<file path="config.mk">
export PLATFORM = sky130hd
export DESIGN_NAME = sram_arbiter
export DESIGN_NICKNAME = d
export VERILOG_FILES = /design/src/rtl/sram_arbiter.sv
export SDC_FILE = /design/constraint.sdc
export NUM_CORES = 1
export LEC_CHECK = 0
export ABC_AREA = 1
export CORE_ASPECT_RATIO = 2
export CORE_MARGIN = 4
export CORE_UTILIZATION = 38
export DETAILED_ROUTE_END_ITERATION = 6
export PLACE_DENSITY = 0.77
export SLEW_MARGIN = 15
export SYNTH_ARGS = -nofsm -noshare
export SYNTH_HDL_FRONTEND = slang
export SYNTH_SLANG_ARGS = --single-unit
export TNS_END_PERCENT = 30
</file>
<file path="constraint.sdc">
create_clock -name clk -period 1.45 [get_ports clk]
set_input_delay 0.2175 -clock clk [delete_from_list [all_inputs] [get_ports clk]]
set_output_delay 0.2175 -clock clk [all_outputs]
set_load 0.02 [all_outputs]
</file>
<file path="src/rtl/sram_arbiter.sv">
// Two-port round-robin arbiter in front of a single-word SRAM engine.
// One transaction is in flight at a time: IDLE samples requests, ISSUE pulses
// mem_start, WAIT watches mem_done with a timeout, RESPOND acks the owner.
module sram_arbiter #(
  parameter int unsigned TIMEOUT_CYCLES = 64
) (
  input  logic        clk,
  input  logic        reset,
  input  logic        req0,
  input  logic        we0,
  input  logic [17:0] addr0,
  input  logic [31:0] wdata0,
  output logic        ack0,
  output logic [31:0] rdata0,
  input  logic        req1,
  input  logic        we1,
  input  logic [17:0] addr1,
  input  logic [31:0] wdata1,
  output logic        ack1,
  output logic [31:0] rdata1,
  output logic        mem_start,
  output logic        mem_wren,
  output logic [17:0] mem_addr,
  output logic [31:0] mem_wdata,
  input  logic [31:0] mem_rdata,
  input  logic        mem_done,
  output logic        busy,
  output logic        grant_id,
  output logic        timeout_err
);

  // One spare bit so the counter can never wrap before the timeout fires.
  localparam int unsigned CntW = $clog2(TIMEOUT_CYCLES) + 1;
  localparam logic [CntW-1:0] CntMax = CntW'(TIMEOUT_CYCLES - 1);

  typedef enum logic [1:0] {StIdle, StIssue, StWait, StRespond} state_e;

  state_e            state_q, state_d;
  logic              grant_id_q, grant_id_d;
  logic              last_grant_q, last_grant_d;
  logic              mem_wren_q, mem_wren_d;
  logic [17:0]       mem_addr_q, mem_addr_d;
  logic [31:0]       mem_wdata_q, mem_wdata_d;
  logic [31:0]       rdata0_q, rdata0_d;
  logic [31:0]       rdata1_q, rdata1_d;
  logic [CntW-1:0]   cnt_q, cnt_d;
  logic              timeout_err_q, timeout_err_d;
  logic              gnt;

  // Next-state logic: arbitration, capture, wait/timeout handling.
  always_comb begin
    state_d       = state_q;
    grant_id_d    = grant_id_q;
    last_grant_d  = last_grant_q;
    mem_wren_d    = mem_wren_q;
    mem_addr_d    = mem_addr_q;
    mem_wdata_d   = mem_wdata_q;
    rdata0_d      = rdata0_q;
    rdata1_d      = rdata1_q;
    cnt_d         = cnt_q;
    timeout_err_d = timeout_err_q;
    // On a tie the port that did not win last time gets the bus.
    gnt           = (req0 && req1) ? ~last_grant_q : req1;

    unique case (state_q)
      StIdle: begin
        if (req0 || req1) begin
          grant_id_d   = gnt;
          last_grant_d = gnt;
          mem_wren_d   = gnt ? we1 : we0;
          mem_addr_d   = gnt ? addr1 : addr0;
          mem_wdata_d  = gnt ? wdata1 : wdata0;
          state_d      = StIssue;
        end
      end
      StIssue: begin
        cnt_d   = '0;
        state_d = StWait;
      end
      StWait: begin
        if (mem_done) begin
          if (!mem_wren_q) begin
            if (grant_id_q) rdata1_d = mem_rdata;
            else            rdata0_d = mem_rdata;
          end
          state_d = StRespond;
        end else if (cnt_q == CntMax) begin
          timeout_err_d = 1'b1;
          if (grant_id_q) rdata1_d = '0;
          else            rdata0_d = '0;
          state_d = StRespond;
        end else begin
          cnt_d = cnt_q + CntW'(1);
        end
      end
      StRespond: begin
        state_d = StIdle;
      end
      default: begin
        state_d = StIdle;
      end
    endcase
  end

  // State register with synchronous reset; last_grant resets to 1 so port 0 wins the first tie.
  always_ff @(posedge clk) begin
    if (reset) begin
      state_q       <= StIdle;
      grant_id_q    <= 1'b0;
      last_grant_q  <= 1'b1;
      mem_wren_q    <= 1'b0;
      mem_addr_q    <= '0;
      mem_wdata_q   <= '0;
      rdata0_q      <= '0;
      rdata1_q      <= '0;
      cnt_q         <= '0;
      timeout_err_q <= 1'b0;
    end else begin
      state_q       <= state_d;
      grant_id_q    <= grant_id_d;
      last_grant_q  <= last_grant_d;
      mem_wren_q    <= mem_wren_d;
      mem_addr_q    <= mem_addr_d;
      mem_wdata_q   <= mem_wdata_d;
      rdata0_q      <= rdata0_d;
      rdata1_q      <= rdata1_d;
      cnt_q         <= cnt_d;
      timeout_err_q <= timeout_err_d;
    end
  end

  // Outputs decoded straight from registered state.
  always_comb begin
    mem_start   = (state_q == StIssue);
    busy        = (state_q != StIdle);
    ack0        = (state_q == StRespond) && !grant_id_q;
    ack1        = (state_q == StRespond) && grant_id_q;
    grant_id    = grant_id_q;
    mem_wren    = mem_wren_q;
    mem_addr    = mem_addr_q;
    mem_wdata   = mem_wdata_q;
    rdata0      = rdata0_q;
    rdata1      = rdata1_q;
    timeout_err = timeout_err_q;
  end

endmodule

</file>
==> flow_metrics.tcl, run 1 <==
set metrics [dict create \
    status "finished with violations" \
    failed_checks "setup timing" \
    p_per_area_nw_per_um2 1690 \
    dieHeight_um 181 \
    regArea_um2 2550 \
    grt_use_met3_pct 6.00 \
    die-area_um2 17100 \
    maxCapViolCount 0 \
    start_util_pct 38.6 \
    avgSynthCellArea_um2 6.90 \
    ys_warn_count 0 \
    cp_data_required_time_ns 1.73 \
    top_usage_layer "met2" \
    start_kind "flip-flop" \
    synthToLayoutAreaGrowth_pct 74.1 \
    place_ws_ns -0.167 \
    worst_hold_path_type "input port to flip-flop" \
    finalHoldViolations 0 \
    cp_max_fo 7 \
    min_path_cells 3 \
    timing.final.crit_share_pct 109 \
    core.rowCount 63 \
    drt_iter0_drc 184 \
    cts_tree "built" \
    syn_area_um2 5690 \
    nets 1251 \
    ctsHtreeMaxLevel 4 \
    p_leak_uw 0.00474 \
    routed_wl_um 19600 \
    relSlewSlack_pct 78.1 \
    clockBufferDepth 2 \
    tightest_slew_ns 0.329 \
    total_power_uw 16700 \
    post-route-util_pct 67.2 \
    viasPerCell 4.90 \
    drv_slew 0 \
    worst_slack_ns -0.123 \
    synthDistinctLibCells 25 \
    grt_pass1_vias 6083 \
    ant_nets 0 \
    drc 0 \
    grt_util_met1_pct 21.0 \
    synthesis.nets 968 \
    wl_per_cell_um 14.9 \
    numPortBuffers 259 \
    synthTopCellsByArea "dfxtp_1 45%, nand2_1 16%, nor2_1 6.3%" \
    fp.dieW_um 94.5 \
    multi_input_area_um2 2840 \
    irDropWorstVdd_mv 0.938 \
    cts.sinks 127 \
    grt_pass1_wl_um 29200 \
    yosysTopAreaCell "dfxtp_1" \
    ios 260 \
    worstRegToRegCells 10 \
    clock-root-buffer "clkbuf_16" \
    tns_ns -3.97 \
    vias 6444 \
    clk_pin_slew_ns 0.06 \
    dp_hpwl_um 13200 \
    yosysTopAreaCellShare_pct 44.7 \
    drive_above_1_share_pct 13.0 \
    cp-end-kind "flip-flop" \
    clock_skew_ns 0.0126 \
    grt_max_degree 49 \
    min_period_ns 1.57 \
    grt_use_met2_pct 41.5 \
    seq_area_frac_synth_pct 44.7 \
    core_area_um2 14700 \
    fillers 1291 \
    rsz0062_at_grt "true" \
    insertion_delay_ns 0.41 \
    grt_usage_pct 21.6 \
    cts_buffers 17 \
    syn_inst 824 \
    fmax_ghz 0.636 \
    antenna_found_initial 0 \
    antenna_cells 0 \
    synth_seq_cells 127 \
    gp_congestion 0.796 \
    setup_viol_count_final 76 \
    postCtsHoldBufs 0 \
    path_class "flip-flop to flip-flop" \
    first_pass_iters 4 \
    grt_overflow_total 0 \
    crit_arrival_ns 1.85 \
]
==> metrics by stage <==
stage	std cells	hold slack (ns)	instance area, µm²
3_5_place_dp	1262	0.449	8730
6_report	1314	0.375	9900
2_1_floorplan	824	0.287	5690
4_1_cts	1308	0.363	9620
3_3_place_gp	1262	0.446	8730
5_1_grt	1314	0.375	9900
==> sequential cells by signal, summed over array words and instances (netlist names) <==
signal and cells:
cnt_q 7, mem_addr 18, mem_wdata 32, mem_wren 1, rdata1 32, rdata0 32
last_grant_q 1, grant_id 1, timeout_err 1, state_q 2
==> cells in the final DEF (no fill, tap or decap), drive strengths merged <==
cell | Yosys | layout
buf | 39 | 64
dlygate4sd2 | 0 | 115
nand4 | 3 | 3
bufinv | 0 | 5
inv | 63 | 63
ha | 5 | 5
nor3 | 1 | 1
bufbuf | 0 | 1
clkbuf | 21 | 23
clkinv | 0 | 5
a21oi | 54 | 54
dfxtp | 127 | 127
a31oi | 51 | 51
nand3 | 53 | 53
nand2 | 254 | 255
o21ai | 53 | 53
o21a | 1 | 1
clkdlybuf4s15 | 0 | 1
nor2 | 99 | 99
clkdlybuf4s50 | 0 | 138
clkinvlp | 0 | 2
==> cell usage after synthesis, drive strengths merged <==
cell type / count
nand2: 254
dfxtp: 127
nor2: 99
inv: 63
a21oi: 54
nand3: 53
o21ai: 53
a31oi: 51
buf: 39
clkbuf: 21
ha: 5
nand4: 3
nor3: 1
o21a: 1
==> layout make-up <==
class / instances / area share [%]
multi-input combinational: 575 / 28.7
timing repair buffer: 323 / 33.9
sequential: 127 / 25.8
inverter: 63 / 2.50
tap: 195 / 2.46
clock inverter: 12 / 2.11
clock buffer: 19 / 4.58
==> timing repair <==
action                     4_1_cts  5_1_grt
setup endpoints to repair      235      132
gates cloned                     8        4
buffers inserted                 7        5
resized for setup              190       54
pin swaps                        1        2
==> critical path, cell delays in order, from the launching register on <==
cell,delay [ns]
dfxtp_4,0.38
inv_4,0.04
ha_4,0.16
inv_4,0.06
buf_6,0.09
a21oi_4,0.03
buf_12,0.15
buf_12,0.13
buf_16,0.13
o21ai_0,0.21
a31oi_1,0.06
==> logic make-up after synthesis <==
logic type,synth area share (%)
and+or+nand+nor,29.4
adders and majority gates,1.10
DFF,44.7
buffers and inverters,9.55
AOI/OAI and AO/OA,15.3
==> power breakdown <==
part           leakage (µW)  internal, µW  switching, µW
clock              0.000316          3150           1600
sequential          0.00104          4220            400
combinational       0.00339          3520           3850
total               0.00474         10900           5860
==> routing by layer <==
metal  up-vias  wire length, µm
met5         -                0
met4         0              582
met3        37             1580
met2       269            10600
met1      2906             6810
li1       3232                -
==> path summary, 6_finish.rpt <==
check	from	end	slack [ns]
min reg2reg	cnt_q[6]	cnt_q[6]	0.46
max	state_q[1]	mem_wdata[25]	-0.12
max reg2reg	state_q[1]	mem_wdata[25]	-0.12
min	wdata1[19]	mem_wdata[19]	0.38
Power figures use the tool's default switching activity.
==> inputs of run 2 (changes only) <==
- CTS_BUF_LIST: not set -> sky130_fd_sc_hd__clkbuf_4 sky130_fd_sc_hd__clkbuf_8 sky130_fd_sc_hd__clkbuf_16
==> results of run 2 <==
The final DEF is identical to that of run 1; final timing and power are the same.
